<file path="config.mk">
export PLATFORM = sky130hd
export DESIGN_NAME = mem_access_ctrl
export DESIGN_NICKNAME = d
export VERILOG_FILES = /design/src/rtl/mem_access_ctrl.sv
export SDC_FILE = /design/constraint.sdc
export NUM_CORES = 1
export LEC_CHECK = 0
export ABC_AREA = 1
export BUFFER_PORTS_ARGS = -buffer_cell sky130_fd_sc_hd__buf_4
export CORE_MARGIN = 5
export CORE_UTILIZATION = 35
export CTS_CLUSTER_SIZE = 24
export DETAILED_ROUTE_END_ITERATION = 8
export GPL_ROUTABILITY_DRIVEN = 0
export PLACE_DENSITY_LB_ADDON = 0.08
export RECOVER_POWER = 50
export SLEW_MARGIN = 20
export SYNTH_ARGS = -nofsm -noshare
export SYNTH_HDL_FRONTEND = slang
export SYNTH_SLANG_ARGS = --single-unit
</file>
<file path="constraint.sdc">
create_clock -name clk -period 2 [get_ports clk]
set_input_delay 0.3 -clock clk [delete_from_list [all_inputs] [get_ports clk]]
set_output_delay 0.3 -clock clk [all_outputs]
set_load 0.01 [all_outputs]
</file>
<file path="src/rtl/mem_access_ctrl.sv">
// Single-port RAM access sequencer: latches a request, holds the RAM interface
// for WAIT_CYCLES+1 cycles, then pulses done and captures read data.
module mem_access_ctrl #(
  parameter int ADDR_W      = 13,
  parameter int DATA_W      = 16,
  parameter int WAIT_CYCLES = 2
) (
  input  logic              clk,
  input  logic              rst,
  input  logic              req,
  input  logic              we,
  input  logic [ADDR_W-1:0] addr,
  input  logic [DATA_W-1:0] wdata,
  output logic              busy,
  output logic              done,
  output logic [DATA_W-1:0] rdata,
  output logic              ram_en,
  output logic              ram_we,
  output logic [ADDR_W-1:0] ram_addr,
  output logic [DATA_W-1:0] ram_wdata,
  input  logic [DATA_W-1:0] ram_rdata
);

  typedef enum logic [1:0] {
    IDLE   = 2'd0,
    ACCESS = 2'd1,
    DONE   = 2'd2
  } state_t;

  // WAIT_CYCLES must stay within 0..15 so the load value fits the counter
  localparam logic [3:0] WAIT_INIT = 4'(WAIT_CYCLES);

  state_t              state;
  state_t              state_nxt;
  logic [3:0]          wait_cnt;
  logic                lat_we;
  logic [ADDR_W-1:0]   lat_addr;
  logic [DATA_W-1:0]   lat_wdata;
  logic [DATA_W-1:0]   rdata_q;

  always_ff @(posedge clk) begin
    if (rst) begin
      state <= IDLE;
    end else begin
      state <= state_nxt;
    end
  end

  always_comb begin
    state_nxt = state;
    case (state)
      IDLE:    if (req) state_nxt = ACCESS;
      ACCESS:  if (wait_cnt == 4'd0) state_nxt = DONE;
      DONE:    state_nxt = IDLE;
      default: state_nxt = IDLE;
    endcase
  end

  // Request latches, wait counter and read capture; inputs are only looked at in IDLE
  always_ff @(posedge clk) begin
    if (rst) begin
      wait_cnt  <= 4'd0;
      lat_we    <= 1'b0;
      lat_addr  <= '0;
      lat_wdata <= '0;
      rdata_q   <= '0;
    end else begin
      case (state)
        IDLE: begin
          if (req) begin
            lat_we    <= we;
            lat_addr  <= addr;
            lat_wdata <= wdata;
            wait_cnt  <= WAIT_INIT;
          end
        end
        ACCESS: begin
          if (wait_cnt != 4'd0) begin
            wait_cnt <= wait_cnt - 4'd1;
          end else if (!lat_we) begin
            rdata_q <= ram_rdata;
          end
        end
        default: ;
      endcase
    end
  end

  assign busy      = (state == ACCESS);
  assign done      = (state == DONE);
  assign ram_en    = (state == ACCESS);
  assign ram_we    = (state == ACCESS) && lat_we;
  assign ram_addr  = lat_addr;
  assign ram_wdata = lat_wdata;
  assign rdata     = rdata_q;

endmodule

</file>
==> results of run 1 <==
report_power, final:
part           switching [mW]  internal (mW)
logic                   0.397          0.251
registers              0.0710           1.16
clock network           0.323          0.283
path summary, 6_finish.rpt:
check | from | to | slack [ns]
worst max-delay path | state[0] | ram_en | 0.35
worst min-delay path | rst | wait_cnt[1] | 0.20
worst max register to register | state[0] | ram_wdata[7] | 0.38
worst min register to register | rdata[1] | rdata[1] | 0.47
layout make-up:
cell class,count,area [µm²]
fillers,647,3090
flip-flops and latches,52,1040
multi-input cells,185,882
repair buffers,102,593
well taps,75,93.8
inverters,24,92.6
clock buffers,8,90.1
per-stage QoR:
step / std cells / hold slack (ns) / instance area, µm² / utilization
after floorplan: 278 / 0.369 / 2120 / -
after global placement: 438 / 0.451 / 2880 / 0.489
after detailed placement: 438 / 0.460 / 2880 / 0.489
after CTS: 446 / 0.178 / 2970 / 0.505
after global routing: 446 / 0.196 / 2790 / 0.474
final: 446 / 0.196 / 2790 / 0.474
metal layers:
metal	share of wire	routed length, µm
met1	0.43	2270
met5	0	0
met3	0.11	576
met2	0.45	2390
met4	0.012	61
flip-flops by register name, summed over array words and instances, names as in the netlist:
signal     cells
ram_wdata     16
rdata         16
ram_addr      13
wait_cnt       4
state          2
lat_we         1
critical path, cell delays in order (launching register included):
cell	delay (ns)
dfxtp_1	0.33
inv_1	0.08
nor2_4	0.41
buf_4	0.22
kinds of logic (layout without fill, tap and decap cells):
kind of cell,after synthesis,after routing,share of synthesized area
buffers and inverters,41,134,0.0898
AND/OR/NAND/NOR,148,148,0.328
AO/OA/AOI/OAI,36,36,0.0851
flip-flops,52,52,0.491
adder cells (fa/ha/maj),1,1,0.00591
synthesized netlist by cell type:
cell type,n
nor2_1,75
dfxtp_1,52
o21ai_0,30
nand2_1,26
nor2_2,21
inv_1,20
nand4_1,16
buf_2,11
a21oi_1,6
clkbuf_1,4
inv_2,3
nand3_1,3
nor3_1,2
buf_12,1
buf_4,1
ha_1,1
inv_4,1
nand2_2,1
nand2_4,1
nand3_2,1
nor2_4,1
nor2_8,1
==> impl_metrics.ini, run 1 <==
[placement]
portBuffers = 97
hpwl_um = 3840
pre_cts_ws_ns = 0.508

[grt]
met3_usage = 0.0611
grt.overflow.total = 0
use_met1 = 0.172
grt_pass1_wl_um = 9050
grt_max_degree = 32
antenna_found_initial = 0
grtUsageTotal = 0.147
grt-busiest-layer = met2
grt_pass1_vias = 1961
use_met2 = 0.247

[setup_path]
r2r_cells = 5
worstSetupPathType = flop to output port
crit_fanout = 23
cp-start-kind = flop
worstPathRequired_ns = 1.70
cp-end-kind = output port
crit_arrival_ns = 1.35

[cts]
cts_sinks = 52
cts_tree = built
h-tree-depth = 2
cts.path.max_buffers = 2
cts_setup_buffers = 0
numCtsBuffers = 5
root_buffer = clkbuf_8
clock_latency_ns = 0.30
hold_buffers = 0
cts_resized = 0
clk_pin_slew_ns = 0.09

[synth]
ys_seq_elements = 52
yosysWarnings = 0
yosysSeqAreaShare = 0.491
syn_area_mm2 = 0.00212
synth_top_area_cell = dfxtp_1
synth_area_per_cell_um2 = 7.62
netlist.area_leader.share = 0.491
synth.distinct_cells = 22
netlist_instances = 278
ys_top_cells_by_area = dfxtp_1 49%, nor2_1 13%, o21ai_0 7.1%
syn-num-nets = 328

[routing]
ant_nets = 0
routedWlPerCell_um = 11.9
first_pass_iters = 4
via_count = 1994
vias_per_cell = 4.47
drc_errors = 0
drt_iter0_drc = 53
postRouteWirelength_um = 5300

[power_and_ir_drop]
power_mw = 2.48
p_leak_nw = 1.26
powerDensity_mw_per_mm2 = 889
ir_drop_mv = 0.400

[timing]
period_share = 0.824
worst_slack_ns = 0.352
fin_tns_setup_ns = 0
final_max_slew_viol_count = 0
finalCriticalPeriod_ns = 1.65
clock.fmax_mhz = 607
worstMarginPinSlew_ns = 0.619
setup_violations = 0
rsz0062_at_grt = false
finalHoldViolations = 0
slew_headroom = 0.586
fin_skew_ns = 0.00261

[run]
max_cap_viol_count = 0

[worst_hold_path]
min_path_cells = 2
hold_class = input port to flop

[floorplanning]
rows = 28
ios = 98
die_y_um = 87.8
die_w_um = 87.8
core_mm2 = 0.00589
die-area_mm2 = 0.00771
start_util = 0.360

[cells_and_area]
fin_nets = 420
final_cell_mix = 75 x nor2_1, 56 x buf_4, 52 x dfxtp_1, 48 x clkbuf_1, 30 x o21ai_0
layout-drive-gt1-share = 0.243
diodes = 0
layout_commonest_cell = nor2_1
area_growth_pct = 31.8

[outcome]
status = finished, final reports clean
No activity file was read; power rests on OpenSTA's default activity.
==> run 2, diff against run 1 <==
--- a/config.mk
+++ b/config.mk
@@ -5,7 +5,7 @@
 export SDC_FILE = /design/constraint.sdc
 export NUM_CORES = 1
 export LEC_CHECK = 0
-export ABC_AREA = 1
+export ABC_AREA = 0
 export BUFFER_PORTS_ARGS = -buffer_cell sky130_fd_sc_hd__buf_4
 export CORE_MARGIN = 5
 export CORE_UTILIZATION = 35
==> constraint.sdc (replaced) <==
create_clock -name clk -period 1.6 [get_ports clk]
set_input_delay 0.24 -clock clk [delete_from_list [all_inputs] [get_ports clk]]
set_output_delay 0.24 -clock clk [all_outputs]
set_load 0.01 [all_outputs]
==> impl_metrics.ini, run 2 <==
[timing]
fin_skew_ns = 0.00606
final_max_slew_viol_count = 0
worstMarginPinSlew_ns = 0.484
worst_slack_ns = 0.0863
period_share = 0.946
whs_ns = 0.165
finalHoldViolations = 0
rsz0062_at_grt = false
setup_violations = 0
clock.fmax_mhz = 661
finalCriticalPeriod_ns = 1.51
fin_tns_setup_ns = 0
slew_headroom = 0.677

[synth]
yosysSeqAreaShare = 0.523
netlist_instances = 240
yosysWarnings = 0
synth_edf_count = 0
async_flop_share = 0
netlist.area_leader.share = 0.523
syn_area_mm2 = 0.00199
synth_common_cells = 61 x nand2_1, 52 x dfxtp_1, 48 x a21oi_1
syn-num-nets = 290
ys_seq_elements = 52
synth_most_common_cell = nand2_1
synth_top_area_cell = dfxtp_1
synth.distinct_cells = 27
ys.flop_type = dfxtp_1
ys_top_cells_by_area = dfxtp_1 52%, a21oi_1 12%, nand2_1 12%
synth_area_per_cell_um2 = 8.29

[power_and_ir_drop]
cell_internal_pwr_mw = 2.17
p_sw_mw = 0.894
ir_drop_mv = 0.522
pwr-share-seq = 0.476
powerDensity_mw_per_mm2 = 1110
pwr-share-clk = 0.291
p_leak_nw = 1.09
pwr-share-comb = 0.234
p_sw_frac = 0.291

[routing]
routedWlPerCell_um = 13.5
drt_iter0_drc = 55
met3WireLength_um = 362
wl_met1_um = 2320
dr.max_layer_used = met4
ant_nets = 0
route.met2.wl_um = 2780
via_count = 1930
drc_errors = 0
first_pass_iters = 4
postRouteWirelength_um = 5550
vias_per_cell = 4.68

[grt]
grt.overflow.total = 0
grt_max_degree = 29
grt_pass1_vias = 1832
grt_pass1_wl_um = 8770
grtUsageTotal = 0.150
antenna_found_initial = 0

[placement]
portBuffers = 97
place_area_mm2 = 0.00282
pre_cts_ws_ns = 0.106
hpwl_um = 3980

[setup_path]
cp_slowest_cell = or3b_1
crit_buf_inv = 2
cp-end-kind = flop
crit_fanout = 19
worstSetupPathType = flop to flop
worstPathRequired_ns = 1.80
cp-start-kind = flop
path_delay_family = simple AND/OR/NAND/NOR gates
cp_cell_sequence = inv_1, ha_1, or3b_1, buf_4, o21ai_0, a21oi_1
crit_arrival_ns = 1.72
max_stage_delay_ns = 0.34
r2r_slack_ns = 0.09

[cts]
cts_tree = built
cts.path.max_buffers = 2
numCtsBuffers = 5
cts_sinks = 52
clk_pin_slew_ns = 0.09
root_buffer = clkbuf_8
h-tree-depth = 2
clock_latency_ns = 0.31

[floorplanning]
start_util = 0.362
ios = 98
die_y_um = 85.4
core_mm2 = 0.00551
rows = 27
die-area_mm2 = 0.00730
die_w_um = 85.4

[cells_and_area]
fin_nets = 389
layout-drive-gt1-share = 0.244
final_cell_area_mm2 = 0.00277
diodes = 0
utilization = 0.503
layout_commonest_cell = buf_4
area_growth_pct = 39.2
final_cell_mix = 63 x buf_4, 61 x nand2_1, 50 x dfxtp_1, 48 x a21oi_1, 47 x clkbuf_1

[run]
max_cap_viol_count = 0

[outcome]
status = finished, final reports clean

[worst_hold_path]
hold_class = input port to flop
## run 2: changes by cell type after synthesis, sizes merged, moves of 2 or more
cell and delta:
a211oi +2, nand3 +13, nor2b +3, nand2 +33
nand4 -16, a21oi +42, or3b +3, o21ai -11
nor3b +3, nor2 -98, inv -21, clkbuf +3
## run 2: worst paths after layout
kind	startpoint	depth (start not counted)	endpoint
worst min-delay path	addr[3]	3	ram_addr[3]
worst max-delay path	wait_cnt[0]	6	rdata[11]
worst min register to register	ram_wdata[7]	2	ram_wdata[7]
worst max register to register	wait_cnt[0]	6	rdata[11]
## run 2: cell type report
type / count / area [µm²]
fill: 619 / 2740
sequential: 52 / 1050
multi-input combinational: 166 / 853
timing repair buffer: 111 / 662
tap: 72 / 90.1
clock buffer: 6 / 72.6
clock inverter: 2 / 35.0
inverter: 3 / 11.3
## run 2: through the flow
stage | cells | power, mW
CTS | 412 | 3.18
global placement | 404 | 2.27
floorplan | 240 | 1.91
finish | 412 | 3.07
global route | 412 | 3.25
detailed placement | 404 | 2.28
## run 2: logic make-up (layout without fill, tap and decap cells)
| kind of cell | Yosys count | count (layout) | share of synthesized area |
|---|---|---|---|
| adders and majority gates | 1 | 1 | 0.00628 |
| buffers and inverters | 22 | 122 | 0.0584 |
| and+or+nand+nor | 92 | 92 | 0.217 |
| DFF | 52 | 52 | 0.523 |
| AOI/OAI and AO/OA | 73 | 73 | 0.195 |
## run 2: power by group through the flow
| stage | Clock, mW | Sequential (mW) | Combinational [mW] |
|---|---|---|---|
| after floorplan | 0 | 1.52 | 0.382 |
| after global placement | 0 | 1.49 | 0.779 |
| after detailed placement | 0 | 1.49 | 0.786 |
| after CTS | 0.927 | 1.46 | 0.787 |
| after global routing | 0.982 | 1.47 | 0.798 |
| final | 0.892 | 1.46 | 0.716 |
## run 2: what timing repair did
item | 4_1_cts | 5_1_grt
endpoints found under the setup margin | 1 | 11
resized for setup | 1 | 10
hold buffers | 0 | 0
setup buffers | 0 | 0
## run 2: worst reg2reg max path, cell delays in order, from the launching register on
cell and delay (ns):
dfxtp_2 0.33, inv_1 0.06, ha_1 0.18, or3b_1 0.34, buf_4 0.20, o21ai_0 0.19, a21oi_1 0.10
## run 2: metal layers
layer,up-vias,global-route usage
li1,1007,-
met3,8,0.0602
met2,45,0.255
met4,0,0.0518
met5,-,0
met1,870,0.169
